File: src/rtl/mips_boot_loader_if.sv
// mips_boot_loader_if: byte-stream input, instruction-memory write port and core control outputs of the boot loader
interface mips_boot_loader_if #(
    parameter int ADDR_W = 8
);
    logic              in_valid;
    logic [7:0]        in_data;
    logic              in_ready;
    logic              imem_we;
    logic [ADDR_W-1:0] imem_addr;
    logic [31:0]       imem_wdata;
    logic              cpu_rst;
    logic              done;
    logic              error;

    modport master (
        output in_valid, in_data,
        input  in_ready, imem_we, imem_addr, imem_wdata, cpu_rst, done, error
    );

    modport slave (
        input  in_valid, in_data,
        output in_ready, imem_we, imem_addr, imem_wdata, cpu_rst, done, error
    );
endinterface

File: src/rtl/mips_boot_loader.sv
// mips_boot_loader: streams a length-prefixed, checksummed byte image into instruction memory and holds the core in reset until it verifies
module mips_boot_loader #(
    parameter int ADDR_W    = 8,
    parameter int MEM_WORDS = 256
) (
    input logic clk,
    input logic rst,
    mips_boot_loader_if.slave bus
);
    typedef enum logic [2:0] {LEN_HI, LEN_LO, DATA, CSUM, DONE, ERROR} state_t;

    state_t            state_q;
    logic              in_ready_q;
    logic              imem_we_q;
    logic [ADDR_W-1:0] imem_addr_q;
    logic [31:0]       imem_wdata_q;
    logic              cpu_rst_q;
    logic              done_q;
    logic              error_q;
    logic [15:0]       len_q;
    logic [15:0]       cnt_q;
    logic [1:0]        byte_q;
    logic [23:0]       asm_q;
    logic [7:0]        csum_q;
    logic              xfer;
    logic [15:0]       n_len;

    assign xfer  = bus.in_valid && in_ready_q;
    assign n_len = {len_q[15:8], bus.in_data};

    assign bus.in_ready   = in_ready_q;
    assign bus.imem_we    = imem_we_q;
    assign bus.imem_addr  = imem_addr_q;
    assign bus.imem_wdata = imem_wdata_q;
    assign bus.cpu_rst    = cpu_rst_q;
    assign bus.done       = done_q;
    assign bus.error      = error_q;

    // Frame parser: length, word assembly with checksum, final checksum compare; outputs all registered
    always_ff @(posedge clk or posedge rst) begin
        if (rst) begin
            state_q      <= LEN_HI;
            in_ready_q   <= 1'b0;
            imem_we_q    <= 1'b0;
            imem_addr_q  <= '0;
            imem_wdata_q <= '0;
            cpu_rst_q    <= 1'b1;
            done_q       <= 1'b0;
            error_q      <= 1'b0;
            len_q        <= '0;
            cnt_q        <= '0;
            byte_q       <= '0;
            asm_q        <= '0;
            csum_q       <= '0;
        end else begin
            imem_we_q <= 1'b0;
            case (state_q)
                LEN_HI: begin
                    in_ready_q <= 1'b1;
                    if (xfer) begin
                        len_q[15:8] <= bus.in_data;
                        state_q     <= LEN_LO;
                    end
                end
                LEN_LO: begin
                    if (xfer) begin
                        len_q <= n_len;
                        if (n_len > 16'(MEM_WORDS)) begin
                            state_q    <= ERROR;
                            in_ready_q <= 1'b0;
                            error_q    <= 1'b1;
                        end else begin
                            state_q <= (n_len == 16'd0) ? CSUM : DATA;
                        end
                    end
                end
                DATA: begin
                    if (xfer) begin
                        csum_q <= csum_q ^ bus.in_data;
                        asm_q  <= {asm_q[15:0], bus.in_data};
                        byte_q <= byte_q + 2'd1;
                        if (byte_q == 2'd3) begin
                            imem_we_q    <= 1'b1;
                            imem_addr_q  <= cnt_q[ADDR_W-1:0];
                            imem_wdata_q <= {asm_q, bus.in_data};
                            cnt_q        <= cnt_q + 16'd1;
                            if (cnt_q == len_q - 16'd1)
                                state_q <= CSUM;
                        end
                    end
                end
                CSUM: begin
                    if (xfer) begin
                        in_ready_q <= 1'b0;
                        if (bus.in_data == csum_q) begin
                            state_q   <= DONE;
                            done_q    <= 1'b1;
                            cpu_rst_q <= 1'b0;
                        end else begin
                            state_q <= ERROR;
                            error_q <= 1'b1;
                        end
                    end
                end
                default: in_ready_q <= 1'b0;
            endcase
        end
    end
endmodule
File: src/flat_wrapper.sv
// flat-port wrapper written by rule: the top's interface ports become plain ports
module mips_boot_loader_flat 
#(
    parameter int ADDR_W    = 8,
    parameter int MEM_WORDS = 256
)
  (clk, rst, bus_in_valid, bus_in_data, bus_in_ready, bus_imem_we, bus_imem_addr, bus_imem_wdata, bus_cpu_rst, bus_done, bus_error);
  mips_boot_loader_if #(.ADDR_W(ADDR_W)) bus_i ();
  input logic clk;
  input logic rst;
  input wire logic [$bits(bus_i.in_valid)-1:0] bus_in_valid;
  input wire logic [$bits(bus_i.in_data)-1:0] bus_in_data;
  output wire logic [$bits(bus_i.in_ready)-1:0] bus_in_ready;
  output wire logic [$bits(bus_i.imem_we)-1:0] bus_imem_we;
  output wire logic [$bits(bus_i.imem_addr)-1:0] bus_imem_addr;
  output wire logic [$bits(bus_i.imem_wdata)-1:0] bus_imem_wdata;
  output wire logic [$bits(bus_i.cpu_rst)-1:0] bus_cpu_rst;
  output wire logic [$bits(bus_i.done)-1:0] bus_done;
  output wire logic [$bits(bus_i.error)-1:0] bus_error;
  assign bus_i.in_valid = bus_in_valid;
  assign bus_i.in_data = bus_in_data;
  assign bus_in_ready = bus_i.in_ready;
  assign bus_imem_we = bus_i.imem_we;
  assign bus_imem_addr = bus_i.imem_addr;
  assign bus_imem_wdata = bus_i.imem_wdata;
  assign bus_cpu_rst = bus_i.cpu_rst;
  assign bus_done = bus_i.done;
  assign bus_error = bus_i.error;
  mips_boot_loader #(.ADDR_W(ADDR_W), .MEM_WORDS(MEM_WORDS)) u_core (.clk(clk), .rst(rst), .bus(bus_i));
endmodule
File: config.mk
export PLATFORM = sky130hd
export DESIGN_NAME = mips_boot_loader_flat
export DESIGN_NICKNAME = d
export VERILOG_FILES = /design/src/rtl/mips_boot_loader_if.sv /design/src/rtl/mips_boot_loader.sv /design/src/flat_wrapper.sv
export SDC_FILE = /design/constraint.sdc
export NUM_CORES = 1
export LEC_CHECK = 0
export CAP_MARGIN = 10
export CORE_AREA = 2 2 104 106
export DETAILED_ROUTE_END_ITERATION = 12
export DIE_AREA = 0 0 106 108
export PLACE_DENSITY = 0.81
export SETUP_SLACK_MARGIN = 0.15
export SKIP_CTS_REPAIR_TIMING = 1
export SLEW_MARGIN = 10
export SYNTH_ARGS = -nofsm -noshare
export SYNTH_HDL_FRONTEND = slang
export SYNTH_SLANG_ARGS = --single-unit
File: constraint.sdc
create_clock -name clk -period 10.4 [get_ports clk]
set_clock_uncertainty 0.15 [all_clocks]
set_input_delay 1.56 -clock clk [delete_from_list [all_inputs] [get_ports clk]]
set_output_delay 1.56 -clock clk [all_outputs]
set_load 0.01 [all_outputs]
# == Word-level counts from Yosys, hierarchy flattened ==
# Index checks and enable logic that the tools add are counted.
# op_classes
eq_ne,14
n_lt_le_gt_ge,1
reduce_logical,13
mux,24
bitwise_logic,3
n_addsub,3
# op_table
operator,n
$mux 3,7
$add 16x1->16 const B,1
$eq 16x16->1,1
$gt 16x9->1 const B,1
$logic_not 16->1,1
$pmux 8 s2,1
$sub 16x1->16 const B,1
$ne 2x1->1 const B,7
$mux 1,12
$pmux 3 s4,1
$reduce_and 3->1,3
$eq 8x8->1,1
$mux 8,1
$xor 8x8->8,1
$reduce_and 7->1,1
$eq 3x2->1 const B,2
$reduce_and 5->1,1
$pmux 1 s4,1
$reduce_and 2->1,2
$reduce_and 4->1,1
$reduce_bool 4->1,1
$eq 3x1->1 const B,1
$logic_not 3->1,1
$add 2x1->2 const B,1
other kinds (6),7
# word_totals
out_inout_bits,45
ff_bits,114
inputBits,11
wordCells,72

# == Longest topological paths before layout ==
# Gate-level depths: netlist (run 1).
# logic_depth
ltp_word,6
mapped_depth,8

# == Worst setup path after synthesis (run 1) ==
# OpenSTA, ideal clock, no wires.
# synth_path
path_kind,in2reg
start,in bus_in_valid
end,"reg u_core.imem_wdata_q[0], in the netlist u_core.bus.imem_wdata[0]"
required_time_ns,10.125
setup_ns,0.125
setup_slack_ns,7.199
cell_stages,6
path_buffers,3
arrival_ns,2.926
cell_sequence,and3b_1 > buf_2 > and3_1 > clkbuf_1 > buf_2 > mux2_2
# synth_via
elab_chain_len,2
# synth_lines
item,line_no,rtl
from (decl),flat_wrapper.sv:11,input wire logic [$bits(bus_i.in_valid)-1:0] bus_in_valid;
$logic_and 1x1->1,mips_boot_loader.sv:28,assign xfer = bus.in_valid && in_ready_q;
$reduce_and 3->1 (no line),--,
to (signal assigned),mips_boot_loader.sv:85,"imem_wdata_q <= {asm_q, bus.in_data};"
to (decl),mips_boot_loader.sv:16,logic [31:0] imem_wdata_q;
# Every way passes these cells.
# A chain may end at the register's enable or synchronous reset.

# == Final worst setup path (run 1) ==
# layout_path
start,in bus_in_valid
end,reg u_core.state_q[0]
# layout_via
elab_chain_len,3
# layout_lines
item,line_no,rtl
$logic_and 1x1->1 *,mips_boot_loader.sv:28,
$ne 2x1->1 (no line),--,
$reduce_and 7->1 (no line) *,--,
to (signal assigned),mips_boot_loader.sv:73,state_q <= (n_len == 16'd0) ? CSUM : DATA;
to (decl),mips_boot_loader.sv:12,state_t state_q;
# Every way passes the cells marked *; elsewhere a longest branch is shown, timed or not.

==> results of run 1 <==
[worst reg2reg max path, delay by kind of cell, from the launching register on]
| family | cells | cell delay, ps |
|---|---|---|
| compound gates | 4 | 640 |
| fa+ha+maj | 1 | 240 |
| buf+inv | 1 | 80 |
| flops | 1 | 440 |
| simple gates | 2 | 900 |
[logic make-up after synthesis]
| logic type | synth area share |
|---|---|
| buffers and inverters | 0.0226 |
| XOR/XNOR | 0.0887 |
| AND/OR/NAND/NOR | 0.154 |
| flip-flops | 0.567 |
| adder cells (fa/ha/maj) | 0.00945 |
| multiplexers | 0.128 |
| AO/OA/AOI/OAI | 0.0311 |
[cell usage in the layout, fill, tap and decap left out, drive strengths merged, types with 5 or more instances in the layout]
cell type	instances
clkdlybuf4s50	55
nand3	9
nand4	8
inv	12
xor2	18
mux2	57
nor2	20
dfrtp	113
nor3	12
o21ai	5
clkbuf	17
nand2	86
xnor2	33
[per-stage QoR]
stage,worst slack (ps),util
floorplan,5680,-
global placement,6440,0.556
detailed placement,6350,0.556
CTS,6890,0.612
global route,6700,0.612
finish,6880,0.612
[final cells by class]
class                      count  share of cell area
inverter                       8             0.00520
clock inverter                14              0.0248
clock buffer                  17              0.0662
sequential                   114               0.456
tap                          136              0.0272
multi-input combinational    299               0.330
timing repair buffer          57              0.0904
[routing by layer]
| layer | up-vias | global-route usage | part of all wire |
|---|---|---|---|
| met2 | 151 | 0.354 | 0.49 |
| li1 | 1612 | - | - |
| met4 | 0 | 0.105 | 0.037 |
| met1 | 1756 | 0.261 | 0.40 |
| met5 | - | 0 | 0 |
| met3 | 41 | 0.0555 | 0.064 |
[power groups by stage]
stage / clock network [uW] / logic [uW] / registers (uW)
final: 556 / 470 / 709
after global routing: 585 / 512 / 728
after CTS: 561 / 470 / 708
after detailed placement: 0 / 461 / 711
after global placement: 0 / 441 / 702
after floorplan: 0 / 306 / 684
[flip-flops by register name, indices dropped and copies added, names as in the netlist]
signal / count
u_core.asm_q: 24
u_core.bus.in_ready: 1
u_core.bus.error: 1
u_core.bus.imem_we: 1
u_core.bus.imem_addr: 8
u_core.bus.done: 1
u_core.state_q: 3
u_core.byte_q: 2
u_core.bus.cpu_rst: 1
u_core.bus.imem_wdata: 32
u_core.len_q: 16
u_core.cnt_q: 16
u_core.csum_q: 8
[worst paths after layout]
kind                             startpoint                end  slack, ps  cells after the start
hold reg to reg            u_core.asm_q[16]   u_core.asm_q[16]        320                      2
max in group asynchronous               rst    u_core.len_q[6]       7580                      3
hold / removal             u_core.asm_q[16]   u_core.asm_q[16]        320                      2
setup / recovery               bus_in_valid  u_core.state_q[0]       6880                      8
setup reg to reg            u_core.len_q[0]  u_core.state_q[0]       7900                      8
min in group asynchronous               rst   u_core.asm_q[23]       1380                      2
==> out/results.tsv, run 1 <==
metric	value	unit
outcome	complete, no violations	
p_total	1740	uW
cts.sinks	114	
cp_common_cell	nand4_1	
io_buffer_count	55	
critPathMaxFanout	48	
regArea	0.00285	sq mm
grt_max_degree	62	
gp_congestion	0.863	
yosys_most_used_dff	dfrtp_1	
syn-num-nets	453	
totalWireLength	11.2	mm
yosys_warnings	0	
cp.arrival	3810	ps
critPathKind	input pin to flop	
p_leak	0.00290	uW
firstDrtPassIters	5	
multiInputGateArea	0.00207	sq mm
cp_top_family	simple AND/OR/NAND/NOR gates	
grt_pass1_vias	3644	
netlist_area	0.00503	sq mm
netSwitchingFraction	0.326	
dp_cells	614	
dp_hpwl	7.39	mm
grtUsageTotal	0.213	
critPathBufInv	2	
cp_slowest_cell	clkdlybuf4s50_1	
timing.final.crit_share	0.338	
start_kind	input pin	
yosysSeqAreaShare	0.567	
worst_pin_slew	935	ps
yosys_register_bits	114	
synth_cell_types	46	
relSlewSlack	0.377	
fin_nets	511	
cts_htree_levels	4	
vdd_ir_drop_max	0.204	mV
syn_area_per_cell	11.5	sq um
core_area	0.0102	sq mm
routedWlPerCell	17.4	microns
power_frac_seq	0.409	
synth_top_area_cell	dfrtp_1	
route.detailed.drc	0	
grt_overflow	0	
required	10690	ps
fin_cells	645	
avgViaCountPerCell	5.52	
placed_area	0.00569	sq mm
layout-drive-gt1-share	0.202	
num_rows	37	
power.clock.fraction	0.320	
powerDensity	277	mW/mm^2
combPwrFrac	0.271	
hold_violations	0	
synth_commonest_cells	dfrtp_1, nand2_1, mux2_2, xnor2_1, nor2_1	
rsz0062_at_grt	false	
min_period	3520	ps
slew_violations	0	
p_int	1170	uW
synth_area_leaders	dfrtp_1, mux2_2, nand2_1	
max_freq	284	MHz
ant_nets	0	
synth_top_area_frac	0.562	
die-area	0.0114	sq mm
area_growth	24.3	%
die_w	106	microns
crit_path_end_kind	flop	
die_height	108	microns
drt_iter0_drc	314	
min_path_type	flop to flop	
p_switching	565	uW
grt_first_pass_wirelength	18.7	mm
clk_pin_slew	60	ps
cts_buffers	17	
synth_edf_count	0	
ios	56	
initial_core_util	0.492	
yosysMostFrequentCell	dfrtp_1	
maxCapViolCount	0	
tns	0	ps
num-fill-cells	785	
synthCells	439	
cts.path.max_buffers	2	
setup_viol	0	
antennaDiodeCount	0	
cts_root_buf	clkbuf_8	
path_cells	clkdlybuf4s50_1 > and3b_1 > and3_2 > buf_4 > nand4_1 > nor3_1 > nand4_1 > a21oi_2	
clock_latency	510	ps
async_flop_share	1.00	
design_area	0.00626	sq mm
cpPeakStageDelay	500	ps
vias	3560	
hold_ws	322	ps
antenna_found_initial	0	
cts_tree	yes	
Note: power is estimated with default switching activity, not from simulation.
==> run 2, diff against run 1 <==
==> constraint.sdc (replaced) <==
create_clock -name clk -period 3.5 [get_ports clk]
set_clock_uncertainty 0.15 [all_clocks]
set_input_delay 0.525 -clock clk [delete_from_list [all_inputs] [get_ports clk]]
set_output_delay 0.525 -clock clk [all_outputs]
set_load 0.01 [all_outputs]
==> run 2 against run 1 <==
  * Clock-buffer cell count grew 2
  * Sequential share of layout area is 0.24 points lower
  * Final area is 0.52% higher
  * Sequential power grew to 3.0 times the previous value
  * Routed wire length up 2.1%
  * First-iteration DRC count up 35%
  * Non-clock buffer count is 4 higher
  * Utilization grew 0.32 points
  * Power rose to 3.0 times the previous value
  * Critical endpoint unchanged
  * Highest routed layer unchanged
==> out/results.tsv, run 2 (synthesis results as in run 1) <==
metric	value	unit	change
fin_util	0.615		was 0.612
largest_reg_flops	32		unchanged
grt_util_met2	0.367		was 0.354
die_w	106	microns	unchanged
layout_common_cells	dfrtp_1, nand2_1, mux2_2		unchanged
gr-usage-met1	0.266		was 0.261
mostFrequentLayoutCell	dfrtp_1		unchanged
required	3790	ps	was 10,690 ps
firstDrtPassIters	5		unchanged
antenna_found_initial	0		unchanged
cp.arrival	2820	ps	was 3810 ps
grt_first_pass_wirelength	19.1	mm	was 18.7 mm
hold_ws	314	ps	was 322 ps
die_height	108	microns	unchanged
crit_path_end_kind	flop		unchanged
gp_congestion	0.877		was 0.863
placed_area	0.00573	sq mm	was 0.00569 sq mm
rsz0062_at_grt	false		unchanged
fin_nets	515		was 511
num_rows	37		unchanged
slew_violations	0		unchanged
power_frac_seq	0.412		was 0.409
area_growth	25.0	%	was 24.3%
dp_hpwl	7.51	mm	was 7.39 mm
critPathMaxFanout	6		was 48
initial_core_util	0.492		unchanged
cts_tree	yes		unchanged
min_path_type	flop to flop		unchanged
totalWireLength	11.5	mm	was 11.2 mm
combPwrFrac	0.272		was 0.271
grt_pass1_vias	3791		was 3,644
grtUsageTotal	0.216		was 0.213
setup_viol	0		unchanged
avgViaCountPerCell	5.52		about the same
worst_pin_slew	891	ps	was 935 ps
clk_pin_slew	60	ps	about the same
antennaDiodeCount	0		unchanged
busiest_layer	met2		unchanged
timing.final.crit_share	0.723		
cts_htree_levels	4		unchanged
grt_max_degree	115		was 62
grt_use_met3	0.0470		was 0.0555
relSlewSlack	0.404		was 0.377
die-area	0.0114	sq mm	unchanged
ant_nets	0		unchanged
ios	56		unchanged
power.clock.fraction	0.316		was 0.320
tns	0	ps	unchanged
critPathKind	flop to flop		was input pin to flop
io_buffer_count	55		unchanged
p_int	3480	uW	was 1170 uW
routedWlPerCell	17.6	microns	was 17.4 microns
netSwitchingFraction	0.325		was 0.326
cts.sinks	114		unchanged
powerDensity	819	mW/mm^2	was 277 mW/mm^2
vias	3591		was 3,560
cts.path.max_buffers	2		unchanged
p_leak	0.00292	uW	was 0.00290 uW
cts_buffers	17		unchanged
route.detailed.drc	0		unchanged
design_area	0.00629	sq mm	was 0.00626 sq mm
vdd_ir_drop_max	0.428	mV	was 0.204 mV
reg2reg_slack	970	ps	was 7900 ps
maxCapViolCount	0		unchanged
max_freq	395	MHz	
start_kind	flop		was input pin
clock_latency	510	ps	about the same
hold_violations	0		unchanged
cts_root_buf	clkbuf_8		unchanged
p_switching	1680	uW	was 565 uW
outcome	complete, no violations		unchanged
drt_iter0_drc	423		was 314
grt_overflow	0		unchanged
min_period	2530	ps	
layout-drive-gt1-share	0.206		was 0.202
core_area	0.0102	sq mm	unchanged
-- run 2: changes by cell type in the layout (fill, tap and decap cells not counted) --
cell	before	now
clkinv_4	2	1
inv_6	3	2
inv_4	1	0
buf_12	0	1
inv_8	1	0
buf_4	2	5
clkinv_2	2	4
clkinvlp_4	4	5
clkbuf_1	0	2
-- run 2: path summary, 6_finish.rpt --
kind,startpoint,endpoint,depth (start not counted)
setup reg to reg,u_core.len_q[0],u_core.state_q[0],8
max in group asynchronous,rst,u_core.len_q[2],3
hold / removal,u_core.bus.done,u_core.bus.done,1
setup / recovery,u_core.len_q[0],u_core.state_q[0],8
min in group asynchronous,rst,u_core.bus.imem_wdata[5],3
hold reg to reg,u_core.bus.done,u_core.bus.done,1
-- run 2: final cells by class --
type / instances / area (sq um)
sequential: 114 / 2850
inverter: 8 / 33.8
clock inverter: 13 / 136
multi-input combinational: 299 / 2070
timing repair buffer: 61 / 608
clock buffer: 19 / 422
tap: 136 / 170
fill: 764 / 3940
-- run 2: metrics by stage --
| stage | power [uW] | setup slack (ps) | instances |
|---|---|---|---|
| floorplan | 2940 | 1200 | 439 |
| global placement | 3420 | 777 | 618 |
| detailed placement | 3500 | 724 | 618 |
| CTS | 5160 | 983 | 650 |
| global route | 5420 | 821 | 650 |
| finish | 5150 | 970 | 650 |
-- run 2: power groups by stage --
stage          Combinational (uW)  Clock [uW]  Sequential (uW)
2_1_floorplan                 909           0             2030
3_3_place_gp                 1310           0             2100
3_5_place_dp                 1380           0             2120
4_1_cts                      1410        1640             2110
5_1_grt                      1540        1700             2180
6_report                     1400        1630             2120
-- run 2: layer usage --
layer,vias to the layer above,routed length [microns]
met4,0,351
met5,-,0
li1,1611,-
met1,1790,4790
met2,145,5780
met3,45,538
-- run 2: worst max-delay path, cell delays in order (launching register included) --
cell and delay, ps:
dfrtp_1 440, inv_1 80, ha_1 250, or4b_4 540, or3_4 360, o211ai_2 150
a31oi_1 110, a221o_1 280, a21oi_2 100
==> run 3, diff against run 2 <==
--- a/config.mk
+++ b/config.mk
@@ -9,7 +9,7 @@
 export CORE_AREA = 2 2 104 106
 export DETAILED_ROUTE_END_ITERATION = 12
 export DIE_AREA = 0 0 106 108
-export PLACE_DENSITY = 0.81
+export PLACE_DENSITY = 0.84
 export SETUP_SLACK_MARGIN = 0.15
 export SKIP_CTS_REPAIR_TIMING = 1
 export SLEW_MARGIN = 10
==> constraint.sdc (replaced) <==
create_clock -name clk -period 2.1 [get_ports clk]
set_clock_uncertainty 0.15 [all_clocks]
set_input_delay 0.315 -clock clk [delete_from_list [all_inputs] [get_ports clk]]
set_output_delay 0.315 -clock clk [all_outputs]
set_load 0.01 [all_outputs]
==> run 3 against run 2 <==
  * The run now ends with negative setup slack left
  * Sequential share of layout area shrank 3.2 points
  * Clock power grew 65%
  * Highest routed layer unchanged
  * Critical path type unchanged
  * Global-route usage shrank 0.63 points
  * Critical path depth grew 1
  * Sequential power grew 59%
  * Cell count grew 6.0%
  * Largest power group unchanged
==> out/results.tsv, run 3 (synthesis results as in run 1) <==
metric	value	unit	change
cp.arrival	2500	ps	was 2820 ps
core_area	0.0102	sq mm	unchanged
gp_congestion	0.848		was 0.877
vias	3688		was 3,591
powerDensity	1320	mW/mm^2	was 819 mW/mm^2
fin_nets	555		was 515
design_area	0.00676	sq mm	was 0.00629 sq mm
cts_tree	yes		unchanged
grtUsageTotal	0.210		was 0.216
dp_worst_setup_slack	-418	ps	was 724 ps
min_path_type	input pin to asynchronous set/reset pin		was flop to flop
layout_common_cells	dfrtp_1, nand2_1, mux2_2		unchanged
io_buffer_count	55		unchanged
required	2350	ps	was 3790 ps
initial_core_util	0.492		unchanged
mostFrequentLayoutCell	dfrtp_1		unchanged
avgViaCountPerCell	5.35		was 5.52
cts.path.max_buffers	2		unchanged
firstDrtPassIters	4		was 5
worst_pin_slew	488	ps	was 891 ps
slew_violations	0		unchanged
min_period	2250	ps	was 2530 ps
clock_latency	520	ps	was 510 ps
timing.final.crit_share	1.07		was 0.723
violations	negative setup slack		
crit_path_end_kind	flop		unchanged
cts_buffers	17		unchanged
antennaDiodeCount	0		unchanged
routedWlPerCell	16.6	microns	was 17.6 microns
grt_overflow	0		unchanged
placed_area	0.00607	sq mm	was 0.00573 sq mm
critPathMaxFanout	4		was 6
area_growth	34.4	%	was 25.0%
cts.sinks	114		unchanged
totalWireLength	11.5	mm	about the same
relSlewSlack	0.674		was 0.404
final.setup.worst_slack	-147	ps	was 970 ps
clk_pin_slew	60	ps	about the same
route.detailed.drc	0		unchanged
die_w	106	microns	unchanged
layout-drive-gt1-share	0.295		was 0.206
antenna_found_initial	0		unchanged
fin_cells	689		was 650
drt_iter0_drc	292		was 423
die_height	108	microns	unchanged
dp_hpwl	7.35	mm	was 7.51 mm
grt_max_degree	43		was 115
hold_violations	0		unchanged
critPathKind	flop to flop		unchanged
start_kind	flop		unchanged
die-area	0.0114	sq mm	unchanged
max_freq	445	MHz	was 395 MHz
dp_cells	655		was 618
setup_viol	1		was 0
grt_first_pass_wirelength	18.5	mm	was 19.1 mm
rsz0062_at_grt	true		was false
ant_nets	0		unchanged
cts_htree_levels	4		unchanged
largest_reg_flops	32		unchanged
ios	56		unchanged
vdd_ir_drop_max	0.826	mV	was 0.428 mV
p_leak	0.00319	uW	was 0.00292 uW
grt_pass1_vias	3777		was 3,791
cts_root_buf	clkbuf_8		unchanged
reg2reg_slack	-150	ps	was 970 ps
ff2ff_path_depth	9		was 8
num_rows	37		unchanged
outcome	finished with violations		was complete, no violations
maxCapViolCount	0		unchanged
run 3: final timing paths:
check	start	endpoint
worst max register to register	u_core.len_q[1]	u_core.state_q[0]
min in group clk	u_core.bus.error	u_core.bus.error
worst min-delay path	rst	u_core.bus.imem_wdata[8]
max in group asynchronous	rst	u_core.asm_q[22]
worst min register to register	u_core.bus.error	u_core.bus.error
worst max-delay path	u_core.len_q[1]	u_core.state_q[0]
run 3: power by group:
part	total, uW	leakage (uW)	internal [uW]	switching, uW
Combinational	2830	0.00142	1540	1280
Clock	2690	0.000277	1730	959
Sequential	3380	0.00149	2870	515
run 3: layout make-up:
type | count | area, sq um
well taps | 136 | 170
repair buffers | 101 | 962
inverters | 8 | 33.8
flip-flops and latches | 114 | 2860
clock inverters | 10 | 110
clock buffers | 21 | 449
fillers | 716 | 3470
multi-input cells | 299 | 2180
run 3: metrics by stage:
stage / total power (uW) / utilization / setup TNS (ps) / hold WS [ps]
finish: 8900 / 0.661 / -147 / 46.9
global route: 9400 / 0.661 / -230 / 57.3
CTS: 8830 / 0.648 / -134 / 28.6
detailed placement: 6060 / 0.594 / -9140 / 307
global placement: 5940 / 0.594 / -7270 / 302
floorplan: 4930 / - / -133 / 290
run 3: routing by layer:
layer,vias up,global-route usage,routed length (microns)
met1,1841,0.276,4930
met5,-,0,0
li1,1692,-,-
met2,132,0.333,5730
met4,0,0.0949,212
met3,23,0.0524,594
run 3: worst max-delay path, stage by stage, from the launching register on:
cell and delay, ps:
dfrtp_1 380, inv_2 70, ha_4 120, or4b_4 470
buf_4 160, or4_1 390, nand3_1 110, a211oi_2 70
nand4_1 130, a21oi_2 70
